## src/rtl/out_port_sched.sv

```systemverilog
// Output-port scheduler: round-robin over NUM_Q queue managers, pops a length
// descriptor and streams that many bytes out as sof/dv/eof. Option: OUT_SCHED_STRICT_PRIO_EN.
module out_port_sched #(
    parameter int NUM_Q = 4,
    parameter int LEN_W = 12,
    parameter int IFG   = 1
) (
    input  logic                 clk,
    input  logic                 rstn,
    input  logic [NUM_Q-1:0]     ptr_fifo_empty,
    output logic [NUM_Q-1:0]     ptr_fifo_rd,
    input  logic [16*NUM_Q-1:0]  ptr_fifo_dout,
    output logic [NUM_Q-1:0]     data_fifo_rd,
    input  logic [8*NUM_Q-1:0]   data_fifo_dout,
    input  logic                 tx_ready,
    output logic                 tx_sof,
    output logic                 tx_dv,
    output logic [7:0]           tx_data,
    output logic                 tx_eof,
    output logic [NUM_Q-1:0]     grant,
    output logic                 busy,
    output logic                 err_zero_len
);

    localparam int PW = (NUM_Q > 1) ? $clog2(NUM_Q) : 1;
    localparam logic [3:0] GAP_LAST = (IFG > 0) ? 4'(IFG - 1) : 4'd0;

    typedef enum logic [2:0] {
        IDLE,
        PTR_RD,
        PTR_WAIT,
        XFER,
        DRAIN,
        GAP
    } state_t;

    state_t           state, state_nxt;
    logic [PW-1:0]    rr_ptr, rr_nxt;
    logic [PW-1:0]    g_idx, g_nxt;
    logic [NUM_Q-1:0] grant_nxt;
    logic [LEN_W-1:0] rem, rem_nxt;
    logic [3:0]       gap_cnt, gap_nxt;
    logic             first_pend, first_nxt;
    logic             dv_q, sof_q, eof_q;
    logic             rd_now;
    logic [LEN_W-1:0] desc_len;
    logic             sel_vld;
    logic [PW-1:0]    sel_idx, cand;
    int unsigned      idx;
    logic             unused_desc;

    assign desc_len    = ptr_fifo_dout[16*32'(g_idx) +: LEN_W];
    assign unused_desc = ^ptr_fifo_dout;

    // Strict priority is the same scan with rr_ptr pinned at 0.
    always_comb begin
        sel_vld = 1'b0;
        sel_idx = '0;
        idx     = 0;
        cand    = '0;
        for (int unsigned i = 0; i < NUM_Q; i++) begin
            idx = 32'(rr_ptr) + i;
            if (idx >= NUM_Q) idx = idx - NUM_Q;
            cand = PW'(idx);
            if (!sel_vld && !ptr_fifo_empty[cand]) begin
                sel_vld = 1'b1;
                sel_idx = cand;
            end
        end
    end

    always_comb begin
        state_nxt    = state;
        rr_nxt       = rr_ptr;
        g_nxt        = g_idx;
        grant_nxt    = grant;
        rem_nxt      = rem;
        gap_nxt      = gap_cnt;
        first_nxt    = first_pend;
        rd_now       = 1'b0;
        err_zero_len = 1'b0;
        ptr_fifo_rd  = '0;
        data_fifo_rd = '0;
        case (state)
            IDLE: begin
                if (sel_vld) begin
                    g_nxt     = sel_idx;
                    grant_nxt = NUM_Q'(1) << sel_idx;
                    state_nxt = PTR_RD;
                end
            end
            PTR_RD: begin
                ptr_fifo_rd = grant;
                state_nxt   = PTR_WAIT;
            end
            PTR_WAIT: begin
                rem_nxt   = desc_len;
                first_nxt = 1'b1;
                if (desc_len == '0) begin
                    err_zero_len = 1'b1;
                    grant_nxt    = '0;
                    gap_nxt      = '0;
                    state_nxt    = (IFG == 0) ? IDLE : GAP;
                end else begin
                    state_nxt = XFER;
                end
            end
            XFER: begin
                if (tx_ready && rem != '0) begin
                    rd_now       = 1'b1;
                    data_fifo_rd = grant;
                    rem_nxt      = rem - 1'b1;
                    first_nxt    = 1'b0;
                    if (rem == LEN_W'(1)) state_nxt = DRAIN;
                end
            end
            DRAIN: begin
`ifndef OUT_SCHED_STRICT_PRIO_EN
                if (32'(g_idx) == NUM_Q - 1) rr_nxt = '0;
                else                         rr_nxt = g_idx + 1'b1;
`endif
                grant_nxt = '0;
                gap_nxt   = '0;
                state_nxt = (IFG == 0) ? IDLE : GAP;
            end
            GAP: begin
                if (gap_cnt == GAP_LAST) state_nxt = IDLE;
                else                     gap_nxt   = gap_cnt + 1'b1;
            end
            default: state_nxt = IDLE;
        endcase
    end

    always_ff @(posedge clk) begin
        if (!rstn) begin
            state      <= IDLE;
            rr_ptr     <= '0;
            g_idx      <= '0;
            grant      <= '0;
            rem        <= '0;
            gap_cnt    <= '0;
            first_pend <= 1'b0;
            dv_q       <= 1'b0;
            sof_q      <= 1'b0;
            eof_q      <= 1'b0;
        end else begin
            state      <= state_nxt;
            rr_ptr     <= rr_nxt;
            g_idx      <= g_nxt;
            grant      <= grant_nxt;
            rem        <= rem_nxt;
            gap_cnt    <= gap_nxt;
            first_pend <= first_nxt;
            dv_q       <= rd_now;
            sof_q      <= rd_now && first_pend;
            eof_q      <= rd_now && (rem == LEN_W'(1));
        end
    end

    // Data FIFO has one cycle of read latency, so the byte is taken straight from dout.
    assign tx_dv   = dv_q;
    assign tx_sof  = sof_q;
    assign tx_eof  = eof_q;
    assign tx_data = dv_q ? data_fifo_dout[8*32'(g_idx) +: 8] : 8'h00;
    assign busy    = (state != IDLE);

endmodule
```

## config.mk

```make
export PLATFORM = sky130hd
export DESIGN_NAME = out_port_sched
export DESIGN_NICKNAME = d
export VERILOG_FILES = /design/src/rtl/out_port_sched.sv
export SDC_FILE = /design/constraint.sdc
export NUM_CORES = 1
export LEC_CHECK = 0
export ABC_AREA = 1
export CORE_MARGIN = 4
export CORE_UTILIZATION = 38
export DETAILED_ROUTE_END_ITERATION = 8
export GPL_ROUTABILITY_DRIVEN = 0
export PLACE_DENSITY_LB_ADDON = 0.05
export SYNTH_ARGS = -nofsm -noshare
export SYNTH_HDL_FRONTEND = slang
export SYNTH_SLANG_ARGS = --single-unit
```

## constraint.sdc

```tcl
create_clock -name clk -period 1.6 [get_ports clk]
set_input_delay 0.4 -clock clk [delete_from_list [all_inputs] [get_ports clk]]
set_output_delay 0.4 -clock clk [all_outputs]
set_load 0.02 [all_outputs]
```

**Word level (Yosys, flattened, before mapping)**

Index checks and enable logic that the tools add are counted.

- Output and inout bits: 25
- Flip-flop bits (word level): 31
- Input port bits: 103

- Shifts and indexed selects: 3
- Magnitude comparators: 8
- Reduce and logical (&&, ||, !) cells: 24
- Muxes and demuxes: 44
- Equality and inequality tests: 13
- Add/subtract/negate cells: 10

Operator list:

| operator | number |
|---|---|
| indexed part select 64 x 7 -> 12 bit | 1 |
| indexed part select 32 x 6 -> 8 bit | 1 |
| 2-to-1 mux 4 bit | 6 |
| case mux 12 bit (2 select lines) | 1 |
| case mux 4 bit (3 select lines) | 2 |
| 2-to-1 mux 2 bit | 9 |
| case mux 3 bit (6 select lines) | 1 |
| 2-to-1 mux 3 bit | 5 |
| 2-to-1 mux 1 bit | 13 |
| equality test 12 x 1 -> 1 bit (second input constant) | 1 |
| zero test 12 bit | 1 |
| less-than comparator 2 x 3 -> 1 bit (second input constant) | 4 |
| 2-to-1 mux 12 bit | 1 |
| inequality test 2 bit (second input constant) | 6 |
| nonzero test 12 bit | 1 |
| subtractor 12 x 1 -> 12 bit (second input constant) | 1 |
| greater-or-equal comparator 3 bit (second input constant) | 3 |
| nonzero test 3 bit | 3 |
| binary-select mux 1 bit (select 2 bit) | 4 |
| 2-to-1 mux 8 bit | 1 |
| subtractor 2 x 1 -> 2 bit (second input constant) | 4 |
| adder 2 x 2 -> 3 bit (second input constant) | 2 |
| equality test 3 x 2 -> 1 bit (second input constant) | 2 |
| equality test 3 bit (second input constant) | 2 |
| other kinds (16) | 27 |

**Longest topological paths before layout**

- Depth after elaboration: 17
- Gate-level depth with buffers: 14
- Mapped depth without buffers: 12

**Worst setup path before layout**

No wires, ideal clock.

- Path kind: register to output
- Start: reg g_idx[0]
- End: out tx_data[0]
- Data required time: 1.200 ns
- Path slack: -0.265 ns
- Arrival time: 1.465 ns
- Stages on the path, launching flop included: 8
- Path through: dfxtp_1 -> buf_6 -> buf_2 -> buf_1 -> nor2_1 -> nor2_1 -> o21ai_0 -> a21oi_1

- Longest elaborated chain between the ends: 2

Ends and longest elaborated chain:

| what | RTL line | source |
|---|---|---|
| from (decl) | 39 | `logic [PW-1:0] g_idx, g_nxt;` |
| from (signal assigned) | 149 | `g_idx <= g_nxt;` |
| indexed part select 32 x 6 -> 8 bit | 164 | `assign tx_data = dv_q ? data_fifo_dout[8*32'(g_idx) +: 8] : 8'h00;` |
| 2-to-1 mux 8 bit | 164 |  |
| to (decl) | 18 | `output logic [7:0] tx_data,` |

No other way between the ends.

**Worst setup path in the final report**

- Start: reg g_idx[0]
- End: out err_zero_len

- Longest elaborated chain between the ends: 4

Ends and longest elaborated chain:

| what | RTL line | source |
|---|---|---|
| indexed part select 64 x 7 -> 12 bit | 52 | `assign desc_len = ptr_fifo_dout[16*32'(g_idx) +: LEN_W];` |
| zero test 12 bit | 99 | `if (desc_len == '0) begin` |
| 2-to-1 mux 1 bit | 99 |  |
| 2-to-1 mux 1 bit | 84 | `case (state)` |
| to (decl) | 22 | `output logic err_zero_len` |

No other way between the ends.

==> metrics.txt <==
min-delay src=first_pend; FF-to-FF End=gap_cnt[1]; starting density of the core=around two fifths; Layout Area Growth over Synthesis=96.8%; share of synthesized area spent on multiplexers=0%; via count of the first global-routing pass=~3600; IO buf count=around 110; hold-fix buffer count after cts=0; Finished Core Util=77.6%; worst max-slew margin expressed relative to the limit=73.8%; Simple-Gate Fraction of Synth Area=~45%; worst min-delay path category=register to register; final hold vios=0; vias after detailed routing=3752; Post-synth ARST share=0%; CTS tree=done; insertion delay of the later-clocked pin in the worst-skew pair=roughly 0.29 ns; net count of the mapped netlist=574; maximum resistive drop on vdd=0.956 mV; Compound-Gate Fraction of Synth Area=between 10% and 20%; largest cells by area after synthesis=dfxtp_1 (23%), nand2_1 (18%), nand3_1 (9.4%); Distinct cells, synth=34; count of placed standard cells in the final layout, fillers left out=about 770; count of routing violations after the opening detailed-route iteration=about 110; Seq/Total Area, Yosys=22.9%; area share of fa/ha/maj cells after synthesis=2.31%; RSZ-0062 raised after global routing=true; CP startpoint kind=register; Setup CP Type=register to output pin; Remaining Overflow, GRT=0; most instantiated library cell after synthesis=nand2_1; Post-synth top flop=dfxtp_1; placeable core area=around 7000 sq um; Rows=30; final cycle utilization of the critical path=129%; Post-route DRC=0; total negative slack for setup checks=-9.50 ns; dpl ws=-0.907 ns; height of the die=slightly above 90 um; largest family of logic cells by synthesized area=simple AND/OR/NAND/NOR gates; mean area per synthesized cell=5.81 sq um; total global routing track utilization=between 20% and 30%; total length of routed wires=approximately 11000 um; Final Slew Violations=0; start of the worst register-to-register path=g_idx[0]; cell count after synthesis=466; layout cells sized above 1=38.8%; top-level I/O count=roughly 130; clock root buffer master=clkbuf_8; area share of the largest cell type after synthesis=approximately 23%; Detail Placement HPWL=between 7000 and 8000 um; wire length of the first global-routing pass=approximately 16000 um; clock sink count=31; Min-Delay Endpoint=tx_sof; warning count from the yosys run=0; register bit count reported by yosys=31; top achievable clock speed=between 400 and 500 MHz; number of detailed-route iterations in the first pass=4; post-detailed-route count of antenna-violating nets=0; maximum clock path buffer count=2; # diodes=0; leading cell types by count after synthesis=nand2_1 (129), nor2_1 (64), nand3_1 (51), inv_1 (45), o21ai_0 (36); maximum net fanout on the critical path=12; clock tree skew after final layout=0.00544 ns; antenna violations before repair=0; max-cap check violation count=0; transition at the pin with the smallest max-transition slack=0.392 ns; area of the mapped netlist=2710 sq um; Cell Pwr Density=1840 nW/um^2; cell depth of the worst flop-to-flop path=18; post-DR vias/cell=around 5; worst reg-to-reg setup slack=-0.45 ns; largest area contributor in the synthesized netlist=dfxtp_1; overall die width=just over 90 um; number of cells on the worst hold path=2; H-tree depth=2; Net count, final=777; Clock transition at path regs=about 0.07 ns; maximum number of pins on one net before global-route repair=23; WL per Instance=around 14 um; die area=between 8000 and 9000 sq um; EDFF count, synth=0; cell count after placement=730; CP endpoint kind=output pin; parity-gate share of the synthesized area counting xor and xnor cells=3.23%; leakage dissipation=~2.4 nW; minimum clock period=2.07 ns; fill count=roughly 520; number of clock buffers inserted by TritonCTS=5; final setup fails=39; critical path arrival=between 1.5 and 2 ns; violated checks=setup timing; worst slack on hold paths=~0.44 ns; final worst-path setup slack=-0.470 ns; Crit path required time=roughly 1.2 ns; run status=finished with violations
==> how the worst max path moves through the flow <==
stage	start	end	slack, ns
finish	g_idx[0]	err_zero_len	-0.47
global route	g_idx[0]	err_zero_len	-0.56
CTS	g_idx[0]	err_zero_len	-0.43
detailed placement	ptr_fifo_dout[54]	err_zero_len	-0.91
global placement	ptr_fifo_dout[22]	err_zero_len	-0.90
floorplan	rem[0]	data_fifo_rd[0]	-0.07
==> critical path: stages (launching register included) <==
cell and delay, ns:
dfxtp_4 0.40, inv_6 0.06, buf_16 0.14, nand2_1 0.05, nand3_1 0.10, nand2_1 0.09, nand2_2 0.07, nor2_4 0.12
nand4_1 0.15, inv_2 0.08, buf_6 0.11
==> state kept, by name (all words and copies together) (netlist names) <==
signal / count
state: 3
tx_dv: 1
g_idx: 2
tx_eof: 1
grant: 4
first_pend: 1
rem: 12
gap_cnt: 4
rr_ptr: 2
tx_sof: 1
==> what timing repair did <==
item | 4_1_cts | 5_1_grt
gates cloned | 2 | 2
endpoints found under the setup margin | 48 | 43
resized for setup | 187 | 94
pin swaps | 24 | 18
endpoints found under the hold margin | 0 | 0
setup buffers | 16 | 10
==> routing by layer <==
metal / wire length [um] / track usage (%) / up-vias
met1: 4210 / 25.3 / 1721
li1: - / - / 1905
met3: 561 / 4.79 / 20
met5: 0 / 0 / -
met4: 208 / 6.56 / 0
met2: 5920 / 46.2 / 106
==> final cells by class <==
cell class	count	area [sq um]	share of cell area, %
inverters	49	208	3.90
clock buffers	6	82.6	1.55
well taps	96	120	2.25
flip-flops and latches	31	638	12.0
clock inverters	2	35.0	0.658
multi-input cells	366	2180	40.9
repair inverters	1	5.00	0.0939
repair buffers	215	2060	38.7
==> logic make-up (layout without fill, tap and decap cells) <==
kind of cell	after synthesis	count (layout)
xor+xnor	10	10
compound gates	77	77
fa+ha+maj	5	5
simple gates	274	274
flops	31	31
buf+inv	69	273
==> where the power goes <==
group / total (mW) / internal (mW) / leakage, nW / switching [mW]
logic: 7.64 / 3.77 / 2.09 / 3.87
registers: 1.31 / 1.05 / 0.258 / 0.252
clock network: 0.832 / 0.504 / 0.0612 / 0.328
==> cell usage in the layout, fill, tap and decap left out, drive strengths merged <==
cell type	instances
ha	5
dlymetal6s2s	1
nand3	53
a22oi	1
or2	1
clkinv	1
nor3	5
clkdlybuf4s50	82
nor2	72
bufbuf	1
a21oi	32
xor2	8
a211oi	1
nand4	5
inv	48
clkinvlp	2
nand2	137
o21ai	38
bufinv	1
a31oi	5
xnor2	2
and3	1
dlygate4sd2	10
buf	120
dfxtp	31
clkbuf	7
==> through the flow <==
stage / power [mW] / area, sq um
after floorplan: 4.56 / 2760
after global placement: 6.77 / 4460
after detailed placement: 6.92 / 4460
after CTS: 8.79 / 4930
after global routing: 10.5 / 5330
final: 9.78 / 5330
Power figures use the tool's default switching activity.
==> edit (same flow settings) <==
`NUM_Q`: 4 -> 8.
--- a/src/rtl/out_port_sched.sv
+++ b/src/rtl/out_port_sched.sv
@@ -1,7 +1,7 @@
 // Output-port scheduler: round-robin over NUM_Q queue managers, pops a length
 // descriptor and streams that many bytes out as sof/dv/eof. Option: OUT_SCHED_STRICT_PRIO_EN.
 module out_port_sched #(
-    parameter int NUM_Q = 4,
+    parameter int NUM_Q = 8,
     parameter int LEN_W = 12,
     parameter int IFG   = 1
 ) (
Interface: changed (6 resized); port bits go from 128 to 240. The function was not compared with the original's and may differ.
==> edit against the unedited design <==
The flow still finishes with violations (setup timing). Count of clock-buffer cells in the layout is 1 lower. Sequential cell count is 6 higher. Design area is 69% higher. First-iteration DRC count grew to 3.7 times the old value. Sequential power is 16% higher. Maximum frequency is 22% lower. Sequential share of layout area is 3.6 points lower. Register-to-register slack worse by 0.51 ns. Critical path type unchanged. Wire length is 88% higher. Setup slack worse by 0.59 ns. Synthesized area is 57% higher. Critical endpoint unchanged. Power is 47% higher.
==> edit: results (changes against the unedited design) <==
{| class="wikitable"
! Metric !! Value
|-
| Run status || finished with violations (unchanged)
|-
| Failing checks || setup timing (unchanged)
|-
| Post-cts sizing count || 221 (was 187)
|-
| Proportion of cell area spent on the clock network || 1.483% (was 2.208%)
|-
| Dominant cells by area after synthesis || dfxtp_1 17%, nor2_1 17%, o21ai_0 15% (was dfxtp_1 23%, nand2_1 18%, nand3_1 9.4%)
|-
| Leading registers by flop count || rem x12, grant x8, gap_cnt x4 (was rem x12, gap_cnt x4, grant x4)
|-
| Total global-route track usage || 26.73% (was 23.64%)
|-
| Clock skew || 0.008950 ns (was 0.005444 ns)
|-
| R2R cell count || 14 (was 18)
|-
| Post-place setup slack || -1.256 ns (was -0.9073 ns)
|-
| Number of standard cells in the layout, taps in and fillers out || 1252 (was 766)
|-
| Synth-to-layout area growth || 112.4% (was 96.77%)
|-
| Clock sink total || 37 (was 31)
|-
| Mux cell area share after synthesis || 0.2355% (was 0%)
|-
| Fill cell instance count of the final layout || 670 (was 521)
|-
| Critical R2R Capture || gap_cnt[3] (was gap_cnt[1])
|-
| Dpl cell area || 7497 µm² (was 4462 µm²)
|-
| CP arrival || 2.26 ns (was 1.67 ns)
|-
| Port-buffer cells || 207 (was 111)
|-
| Clock latency of the later-clocked register in the worst-skew pair || 0.31 ns (was 0.29 ns)
|-
| Most frequent cells after synthesis || 194 x nor2_1, 129 x o21ai_0, 109 x nand2_1, 52 x inv_1, 45 x nand3_1 (was 129 x nand2_1, 64 x nor2_1, 51 x nand3_1, 45 x inv_1, 36 x o21ai_0)
|-
| Half-perimeter wire length after detailed placement || 13.60 mm (was 7.447 mm)
|-
| Number of global-route vias before repair || 6255 (was 3615)
|-
| Static Leakage || 3.848 nW (was 2.406 nW)
|-
| Via-per-instance ratio || 5.383 (was 4.898)
|-
| Multi-input gate count || 616 (was 366)
|-
| Floorplan die width || 113.8 µm (was 92.41 µm)
|-
| Maximum number of pins on one net before global-route repair || 33 (was 23)
|-
| Endpoints failing setup || 59 (was 39)
|-
| Hold_ws || 0.4710 ns (was 0.4387 ns)
|-
| PnR worst setup slack || -1.060 ns (was -0.4699 ns)
|-
| Clock Pin Slew Worst Setup and Hold Paths || 0.09 ns (was 0.07 ns)
|-
| Switching share of power || 45.76% (was 45.52%)
|-
| Multi-input combinational cell area || 3830 µm² (was 2177 µm²)
|}
## edit: cell types whose count changed in the layout (fill, tap and decap cells not counted), sizes merged, moves of 5 or more
cell / before / now
a31oi: 5 / 13
buf: 120 / 205
clkdlybuf4s50: 82 / 170
dfxtp: 31 / 37
inv: 48 / 56
nand2: 137 / 124
nor2: 72 / 200
nor3: 5 / 10
o211ai: 0 / 10
o21ai: 38 / 135
o22ai: 0 / 8
xor2: 8 / 3
## edit: worst max-delay path: stages, from the launching register on
cell	delay, ns
dfxtp_4	0.46
clkinv_8	0.14
clkbuf_16	0.19
nor2_1	0.14
o211ai_1	0.14
o21ai_1	0.15
nand2_1	0.12
nor2_2	0.17
nand3_2	0.16
nor2_4	0.15
buf_6	0.13
## edit: layer usage
layer  part of all wire (%)  global-route usage (%)  vias up  routed length [µm]
met5                      0                       0        -                   0
met4                    3.3                   5.769        0                 670
met3                    7.7                   4.987       73                1590
met2                     53                   50.29      349               10790
met1                     36                   31.27     3088                7474
li1                       -                       -     3230                   -
